`src/rtl/atomic_mem_sequencer_if.sv`:
```
// Memory-stage bus bundle: request/response handshake, reservation-set strobes, data BRAM port.
// slave = sequencer side, master = hart/testbench side.
interface atomic_mem_sequencer_if #(
   parameter int ADDR_WIDTH = 12,
   parameter int DATA_WIDTH = 32
);
   logic                  req_valid;
   logic                  req_ready;
   logic [1:0]            req_op;
   logic [ADDR_WIDTH-1:0] req_addr;
   logic [DATA_WIDTH-1:0] req_wdata;
   logic [4:0]            req_tag;
   logic                  rsp_valid;
   logic [DATA_WIDTH-1:0] rsp_data;
   logic [4:0]            rsp_tag;
   logic [ADDR_WIDTH-1:0] rs_addr;
   logic                  rs_store_op;
   logic                  rs_store_cond_op;
   logic                  rs_load_reserved_op;
   logic                  rs_sc_success;
   logic [ADDR_WIDTH-1:0] mem_addr;
   logic                  mem_re;
   logic                  mem_we;
   logic [DATA_WIDTH-1:0] mem_wdata;
   logic [DATA_WIDTH-1:0] mem_rdata;

   modport slave (
      input  req_valid, req_op, req_addr, req_wdata, req_tag,
      input  rs_sc_success, mem_rdata,
      output req_ready, rsp_valid, rsp_data, rsp_tag,
      output rs_addr, rs_store_op, rs_store_cond_op, rs_load_reserved_op,
      output mem_addr, mem_re, mem_we, mem_wdata
   );

   modport master (
      output req_valid, req_op, req_addr, req_wdata, req_tag,
      output rs_sc_success, mem_rdata,
      input  req_ready, rsp_valid, rsp_data, rsp_tag,
      input  rs_addr, rs_store_op, rs_store_cond_op, rs_load_reserved_op,
      input  mem_addr, mem_re, mem_we, mem_wdata
   );
endinterface

```
`src/rtl/atomic_mem_sequencer.sv`:
```
// Sequences LOAD/STORE/LR.W/SC.W onto the data BRAM and reservation set; one op in flight.
// Ports: clk, reset (sync, active-high), bus (slave modport of atomic_mem_sequencer_if).
module atomic_mem_sequencer #(
   parameter int ADDR_WIDTH = 12,
   parameter int DATA_WIDTH = 32,
   parameter int RD_LATENCY = 1
) (
   input  logic                 clk,
   input  logic                 reset,
   atomic_mem_sequencer_if.slave bus
);
   typedef enum logic [1:0] {IDLE, RD_WAIT, SC_CHECK, ST_DONE} state_t;

   localparam logic [1:0] OP_LOAD  = 2'b00;
   localparam logic [1:0] OP_STORE = 2'b01;
   localparam logic [1:0] OP_LR    = 2'b10;
   localparam logic [1:0] OP_SC    = 2'b11;
   localparam logic [1:0] CNT_INIT = 2'(RD_LATENCY - 1);
   localparam logic [DATA_WIDTH-1:0] SC_FAIL = {{(DATA_WIDTH-1){1'b0}}, 1'b1};

   state_t                state, state_d;
   logic [1:0]            cnt, cnt_d;
   logic [1:0]            op_q;
   logic [ADDR_WIDTH-1:0] addr_q;
   logic [DATA_WIDTH-1:0] wdata_q;
   logic [4:0]            tag_q;
   logic                  accept;

   always_ff @(posedge clk) begin
      if (reset) begin
         state   <= IDLE;
         cnt     <= '0;
         op_q    <= '0;
         addr_q  <= '0;
         wdata_q <= '0;
         tag_q   <= '0;
      end else begin
         state <= state_d;
         cnt   <= cnt_d;
         if (accept) begin
            op_q    <= bus.req_op;
            addr_q  <= bus.req_addr;
            wdata_q <= bus.req_wdata;
            tag_q   <= bus.req_tag;
         end
      end
   end

   always_comb begin
      state_d                 = state;
      cnt_d                   = cnt;
      accept                  = 1'b0;
      bus.req_ready           = 1'b0;
      bus.rsp_valid           = 1'b0;
      bus.rsp_data            = '0;
      bus.rsp_tag             = '0;
      bus.rs_addr             = addr_q;
      bus.mem_addr            = addr_q;
      bus.mem_wdata           = wdata_q;
      bus.rs_store_op         = 1'b0;
      bus.rs_store_cond_op    = 1'b0;
      bus.rs_load_reserved_op = 1'b0;
      bus.mem_re              = 1'b0;
      bus.mem_we              = 1'b0;

      unique case (state)
         IDLE: begin
            bus.req_ready = 1'b1;
            bus.rs_addr   = bus.req_addr;
            bus.mem_addr  = bus.req_addr;
            bus.mem_wdata = bus.req_wdata;
            accept        = bus.req_valid && !reset;
            if (accept) begin
               unique case (bus.req_op)
                  OP_LOAD: begin
                     bus.mem_re = 1'b1;
                     cnt_d      = CNT_INIT;
                     state_d    = RD_WAIT;
                  end
                  OP_STORE: begin
                     bus.mem_we      = 1'b1;
                     bus.rs_store_op = 1'b1;
                     state_d         = ST_DONE;
                  end
                  OP_LR: begin
                     bus.mem_re              = 1'b1;
                     bus.rs_load_reserved_op = 1'b1;
                     cnt_d                   = CNT_INIT;
                     state_d                 = RD_WAIT;
                  end
                  OP_SC: begin
                     // no memory access yet: the write waits for the verdict
                     bus.rs_store_cond_op = 1'b1;
                     state_d              = SC_CHECK;
                  end
                  default: state_d = IDLE;
               endcase
            end
         end
         RD_WAIT: begin
            if (cnt == 2'd0) begin
               bus.rsp_valid = 1'b1;
               bus.rsp_data  = bus.mem_rdata;
               bus.rsp_tag   = tag_q;
               state_d       = IDLE;
            end else begin
               cnt_d = cnt - 2'd1;
            end
         end
         SC_CHECK: begin
            bus.rsp_valid = 1'b1;
            bus.rsp_tag   = tag_q;
            if (bus.rs_sc_success && op_q == OP_SC) begin
               bus.mem_we = 1'b1;
            end else begin
               bus.rsp_data = SC_FAIL;
            end
            state_d = IDLE;
         end
         ST_DONE: begin
            bus.rsp_valid = 1'b1;
            bus.rsp_tag   = tag_q;
            state_d       = IDLE;
         end
         default: state_d = IDLE;
      endcase

      // reset aborts in-flight ops combinationally: no late commit or response
      if (reset) begin
         bus.req_ready           = 1'b0;
         bus.rsp_valid           = 1'b0;
         bus.rsp_data            = '0;
         bus.rsp_tag             = '0;
         bus.rs_store_op         = 1'b0;
         bus.rs_store_cond_op    = 1'b0;
         bus.rs_load_reserved_op = 1'b0;
         bus.mem_re              = 1'b0;
         bus.mem_we              = 1'b0;
      end
   end
endmodule
```
`src/flat_wrapper.sv`:
```
// flat-port wrapper written by rule: the top's interface ports become plain ports
module atomic_mem_sequencer_flat 
#(
   parameter int ADDR_WIDTH = 12,
   parameter int DATA_WIDTH = 32,
   parameter int RD_LATENCY = 1
)
  (clk, reset, bus_req_valid, bus_req_op, bus_req_addr, bus_req_wdata, bus_req_tag, bus_rs_sc_success, bus_mem_rdata, bus_req_ready, bus_rsp_valid, bus_rsp_data, bus_rsp_tag, bus_rs_addr, bus_rs_store_op, bus_rs_store_cond_op, bus_rs_load_reserved_op, bus_mem_addr, bus_mem_re, bus_mem_we, bus_mem_wdata);
  atomic_mem_sequencer_if #(.ADDR_WIDTH(ADDR_WIDTH), .DATA_WIDTH(DATA_WIDTH)) bus_i ();
  input  logic clk;
  input  logic reset;
  input wire logic [$bits(bus_i.req_valid)-1:0] bus_req_valid;
  input wire logic [$bits(bus_i.req_op)-1:0] bus_req_op;
  input wire logic [$bits(bus_i.req_addr)-1:0] bus_req_addr;
  input wire logic [$bits(bus_i.req_wdata)-1:0] bus_req_wdata;
  input wire logic [$bits(bus_i.req_tag)-1:0] bus_req_tag;
  input wire logic [$bits(bus_i.rs_sc_success)-1:0] bus_rs_sc_success;
  input wire logic [$bits(bus_i.mem_rdata)-1:0] bus_mem_rdata;
  output wire logic [$bits(bus_i.req_ready)-1:0] bus_req_ready;
  output wire logic [$bits(bus_i.rsp_valid)-1:0] bus_rsp_valid;
  output wire logic [$bits(bus_i.rsp_data)-1:0] bus_rsp_data;
  output wire logic [$bits(bus_i.rsp_tag)-1:0] bus_rsp_tag;
  output wire logic [$bits(bus_i.rs_addr)-1:0] bus_rs_addr;
  output wire logic [$bits(bus_i.rs_store_op)-1:0] bus_rs_store_op;
  output wire logic [$bits(bus_i.rs_store_cond_op)-1:0] bus_rs_store_cond_op;
  output wire logic [$bits(bus_i.rs_load_reserved_op)-1:0] bus_rs_load_reserved_op;
  output wire logic [$bits(bus_i.mem_addr)-1:0] bus_mem_addr;
  output wire logic [$bits(bus_i.mem_re)-1:0] bus_mem_re;
  output wire logic [$bits(bus_i.mem_we)-1:0] bus_mem_we;
  output wire logic [$bits(bus_i.mem_wdata)-1:0] bus_mem_wdata;
  assign bus_i.req_valid = bus_req_valid;
  assign bus_i.req_op = bus_req_op;
  assign bus_i.req_addr = bus_req_addr;
  assign bus_i.req_wdata = bus_req_wdata;
  assign bus_i.req_tag = bus_req_tag;
  assign bus_i.rs_sc_success = bus_rs_sc_success;
  assign bus_i.mem_rdata = bus_mem_rdata;
  assign bus_req_ready = bus_i.req_ready;
  assign bus_rsp_valid = bus_i.rsp_valid;
  assign bus_rsp_data = bus_i.rsp_data;
  assign bus_rsp_tag = bus_i.rsp_tag;
  assign bus_rs_addr = bus_i.rs_addr;
  assign bus_rs_store_op = bus_i.rs_store_op;
  assign bus_rs_store_cond_op = bus_i.rs_store_cond_op;
  assign bus_rs_load_reserved_op = bus_i.rs_load_reserved_op;
  assign bus_mem_addr = bus_i.mem_addr;
  assign bus_mem_re = bus_i.mem_re;
  assign bus_mem_we = bus_i.mem_we;
  assign bus_mem_wdata = bus_i.mem_wdata;
  atomic_mem_sequencer #(.ADDR_WIDTH(ADDR_WIDTH), .DATA_WIDTH(DATA_WIDTH), .RD_LATENCY(RD_LATENCY)) u_core (.clk(clk), .reset(reset), .bus(bus_i));
endmodule
```
`config.mk`:
```
export PLATFORM = sky130hd
export DESIGN_NAME = atomic_mem_sequencer_flat
export DESIGN_NICKNAME = d
export VERILOG_FILES = /design/src/rtl/atomic_mem_sequencer_if.sv /design/src/rtl/atomic_mem_sequencer.sv /design/src/flat_wrapper.sv
export SDC_FILE = /design/constraint.sdc
export NUM_CORES = 1
export LEC_CHECK = 0
export ABC_AREA = 1
export CAP_MARGIN = 0
export CORE_ASPECT_RATIO = 0.9
export CORE_MARGIN = 5
export CORE_UTILIZATION = 34
export DETAILED_ROUTE_END_ITERATION = 6
export PLACE_DENSITY = 0.76
export SYNTH_ARGS = -nofsm -noshare
export SYNTH_HDL_FRONTEND = slang
export SYNTH_SLANG_ARGS = --single-unit
```
`constraint.sdc`:
```
create_clock -name clk -period 1.6 [get_ports clk]
set_input_delay 0.32 -clock clk [delete_from_list [all_inputs] [get_ports clk]]
set_output_delay 0.32 -clock clk [all_outputs]
set_load 0.01 [all_outputs]
```
After elaboration in Yosys (flattened, before gate mapping)
Index checks and enable logic that the tools add are counted.
{ "word_totals": {"output_inout_bits": 100, "inputBits": 87, "ff_bits": 55, "wordCells": 71} }
{ "classes": {"mux": 42, "n_reduce_logical": 11, "eq_ne": 11, "addsub": 1} }
{ "ops": {"columns": ["cell", "count"], "rows": [
  ["2-to-1 mux 32 bit", 3],
  ["one-hot mux 32 bit (2 select lines)", 1],
  ["2-to-1 mux 1 bit", 24],
  ["2-to-1 mux 12 bit", 1],
  ["one-hot mux 2 bit (3 select lines)", 2],
  ["== test 2 bit, second input constant", 5],
  ["2-to-1 mux 2 bit", 5],
  ["2-to-1 mux 5 bit", 2],
  ["one-hot mux 5 bit (2 select lines)", 1],
  ["zero test 2 bit", 3],
  ["== test 2 x 1 -> 1 bit, second input constant", 2],
  ["inequality test 2 x 1 -> 1 bit, second input constant", 2],
  ["inequality test 2 bit, second input constant", 2],
  ["one-hot mux 1 bit (2 select lines)", 2],
  ["one-hot mux 2 bit (2 select lines)", 1],
  ["AND reduction 4 bit", 1],
  ["OR reduction 2 bit", 2],
  ["logical AND 1 bit", 2],
  ["AND reduction 2 bit", 1],
  ["nonzero test 2 bit", 1],
  ["subtractor 2 x 1 -> 2 bit, second input constant", 1],
  ["zero test 1 bit", 1]
]} }

Depth between registers and ports, before layout
{ "depth": {"ltp_word": 6, "mapped_depth": 10, "mapped_depth_nobuf": 9} }

Worst setup path after synthesis
No wires, ideal clock.
{ "synth_path": {"path_kind": "flip-flop to output port", "from": "reg u_core.state[0]", "to": "out bus_rs_addr[0]", "required_ns": 1.280, "t_arrival_ns": 1.526, "path_stages_with_launch": 7, "n_path_buf": 3, "path_slack_ns": -0.246, "path_cell_list": "dfxtp_1 -> inv_1 -> ha_1 -> buf_2 -> buf_4 -> o21ai_0 -> buf_4"} }
{ "synth_via": {"elab_chain_len": 2} }
{ "synth_rtl": {"columns": ["item", "line", "source"], "rows": [
  ["from (decl)", "atomic_mem_sequencer.sv:21", "state_t state, state_d;"],
  ["from (signal assigned)", "atomic_mem_sequencer.sv:38", "state <= state_d;"],
  ["zero test 2 bit", null, null],
  ["2-to-1 mux 12 bit", null, null],
  ["to (decl)", "flat_wrapper.sv:23", "output wire logic [$bits(bus_i.rs_addr)-1:0] bus_rs_addr;"]
]} }
Every way passes these cells.

Final worst setup path
{ "layout_path": {"from": "reg u_core.state[1]", "to": "out bus_rsp_data[22]"} }
{ "layout_via": {"elab_chain_len": 3, "elab_cells_between_ends": 4, "classes_between": "eq/ne (2); mux (2)"} }
{ "layout_rtl": {"columns": ["item", "line", "source"], "rows": [
  ["== test 2 bit / == test 2 x 1 -> 1 bit (equally long branches)", "atomic_mem_sequencer.sv:66", "unique case (state)"],
  ["one-hot mux 32 bit (2 select lines) (*)", "atomic_mem_sequencer.sv:66", null],
  ["2-to-1 mux 32 bit (*)", "atomic_mem_sequencer.sv:129", "if (reset) begin"],
  ["to (decl)", "flat_wrapper.sv:21", "output wire logic [$bits(bus_i.rsp_data)-1:0] bus_rsp_data;"]
]} }
Mark *: on every way between the ends. The rest lies on a longest branch, timed or not.

==> summary.md <==
| Metric | Value |
|---|---|
| Status | `complete, but fails checks` |
| Failing checks | `negative setup slack` |
| Cell row count | `32` |
| Flop and latch count out of synthesis | `55` |
| Post-Synth Adder-Cell Area | `0.0289` |
| Die area | `10900 µm²` |
| Finished Layout Cells | `about 770` |
| Layout cells sized above 1 | `0.451` |
| Placed Area | `approximately 5200 µm²` |
| XOR/XNOR Fraction of Synth Area | `0` |
| Synth Area in Simple Gates | `0.200` |
| CTS Buffer Depth | `2` |
| Initial DRC Count | `129` |
| Post-layout util | `0.687` |
| Fin. Hold Viols | `0` |
| Fill cells | `about 690` |
| Num Clock Sinks | `between 50 and 60` |
| Yosys cell types | `23` |
| Root buf cell | `clkbuf_8` |
| Remaining DRCs | `0` |
| Static leakage | `between 0.002 and 0.003 µW` |
| CTS Buf Count | `5` |
| Worst EP required | `between 1000 and 1500 ps` |
| Core area | `between 8000 and 9000 µm²` |
| Critical path type | `reg -> out` |
| Worst clock skew | `between 8 and 9 ps` |
| CP Max Fanout | `8` |
| Worst slew margin | `0.808` |
| Final GP Congestion | `~0.82` |
| First-pass GRT wire length | `17800 µm` |
| Drt wl/cell | `17.3 µm` |
| Syn Area/Cell | `just under 7 µm²` |
| Die W | `between 100 and 150 µm` |
| Most frequent cells in the layout | `83 x clkdlybuf4s50_1, 76 x buf_2, 53 x inv_1` |
| VDD IR max | `between 600 and 700 µV` |
| YS warnings | `0` |
| Antenna diodes | `0` |
| Mux cell area share after synthesis | `0` |
| Cell count after synthesis | `roughly 440` |
| Final slew viol count | `0` |
| Total number of vias | `3857` |
| Mapped cell area | `between 3000 and 4000 µm²` |
| Largest net degree at the start of global routing | `67` |
| Worst Slack Setup Final | `-360 ps` |
| Number of global-route vias before repair | `around 3700` |
| Drt total wl | `approximately 13000 µm` |
| Minimum clock period | `1960 ps` |
| Crit path DAT | `around 1600 ps` |
| Pwr dens | `about 820 nW/µm²` |
| Post-DR vias/cell | `roughly 5.0` |
| Min Hold Slack | `roughly 460 ps` |
| HPWL after DPL | `approximately 8200 µm` |
| Max-cap check violation count | `0` |
| Post-synthesis sequential area ratio | `0.363` |
| Slew at the pin with the worst max-slew slack | `around 290 ps` |
| Placed cells | `approximately 740` |
| Initial antenna violation count | `0` |
| P&R area growth vs syn | `95.8%` |
| Clock Latency Late Sink | `roughly 310 ps` |
| Compound-Gate Fraction of Synth Area | `0.251` |
| Commonest non-fill, non-tap cell in the layout | `clkdlybuf4s50_1` |
| Post-route cell area | `between 5000 and 6000 µm²` |
| Post-synthesis net count | `533` |
| Final setup fails | `100` |
| RSZ-0062 raised after global routing | `yes` |
| CP startpoint kind | `flop` |
| Port bufs | `186` |
| Final net count | `742` |
| CTS tree | `done` |
| First-pass DRT Iterations | `6` |
| Total Routing Usage GR | `0.204` |
| Grt ovf | `0` |
| Hold Path Class | `reg -> reg` |
| H-tree depth | `2` |
| Critical Path End Type | `output port` |
| Io pins | `between 150 and 200` |
| Antenna viol nets, final | `0` |
| Worst-path clk slew | `100 ps` |
| Final worst-path cycle share | `1.22` |
| Die H | `99.6 µm` |
| Largest family of logic cells by synthesized area | `compound AO/OA/AOI/OAI gates` |
| Max frequency | `about 510 MHz` |
| Initial Util | `0.351` |
-- path summary, 6_finish.rpt --
path | startpoint | to | slack, ps | cells past startpoint
max | u_core.state[1] | bus_rsp_data[22] | -360 | 6
min | u_core.wdata_q[5] | u_core.wdata_q[5] | 460 | 2
max reg2reg | u_core.state[0] | u_core.wdata_q[8] | 60 | 9
min reg2reg | u_core.wdata_q[5] | u_core.wdata_q[5] | 460 | 2
-- layer usage --
metal  track usage  vias to the layer above  part of all wire  routed length [µm]
met1         0.212                     1821              0.35                4640
met4        0.0278                        0             0.022                 288
met2         0.390                      157              0.52                6940
li1              -                     1858                 -                   -
met3        0.0811                       21              0.11                1430
met5             0                        -                 0                   0
-- state kept, by name, indices dropped and copies added, names as in the netlist --
signal and flops:
u_core.wdata_q 32, u_core.addr_q 12, u_core.tag_q 5, u_core.cnt 2, u_core.op_q 2, u_core.state 2
-- cells in the mapped netlist --
library cell	n	area share
a211oi_1	1	0.0025
a21oi_1	54	0.089
a31o_2	1	0.0029
a32oi_1	1	0.0029
buf_2	12	0.020
buf_4	19	0.047
clkbuf_1	12	0.015
dfxtp_1	55	0.36
ha_1	7	0.029
inv_1	58	0.072
inv_2	3	0.0037
nand2_1	68	0.084
nand2_2	1	0.0021
nand2_4	1	0.0037
nand3_1	2	0.0033
nand4_1	1	0.0021
nor2_1	13	0.016
nor2_4	1	0.0037
nor3_1	4	0.0066
nor3b_1	31	0.077
nor4_1	1	0.0021
o21ai_0	87	0.14
o21ai_1	6	0.0099
-- power by group --
part	leakage, µW	total (µW)	switching [µW]	internal, µW
clock	0.0000515	845	449	396
combinational	0.00207	2480	1270	1210
sequential	0.000454	1540	38.7	1500
total	0.00257	4860	1760	3100
-- area by class of cell --
type / instances / area [µm²] / share of cell area
Tap cell: 119 / 149 / 0.0251
Multi-Input combinational cell: 280 / 2090 / 0.351
Inverter: 61 / 236 / 0.0398
Clock buffer: 8 / 100 / 0.0168
Timing Repair Buffer: 245 / 2260 / 0.381
Sequential cell: 55 / 1100 / 0.186
-- critical path, stage by stage (launching register included) --
cell,delay [ps]
dfxtp_2,360
inv_4,50
ha_4,290
nand2_8,80
clkbuf_16,180
nor3b_2,190
buf_2,160
-- stage by stage --
stage          TNS (ps)  total power [µW]  worst slack, ps
2_1_floorplan      -194              2490            -35.8
3_3_place_gp     -49380              3380             -658
3_5_place_dp     -53610              3430             -630
4_1_cts          -25070              4430             -318
5_1_grt          -33710              5130             -411
6_report         -25870              4860             -360
-- cells by family after synthesis --
| family | after synthesis |
|---|---|
| AOI/OAI and AO/OA | 150 |
| buffers and inverters | 104 |
| DFF | 55 |
| adders and majority gates | 7 |
| and+or+nand+nor | 123 |
-- repair_timing --
action                     CTS  global route
hold buffers                 0             0
pin swaps                   24            15
buffers inserted             4             6
setup endpoints to repair  133           133
cloned                       4             9
resized for setup          522           112
No activity file was read; power rests on OpenSTA's default activity.
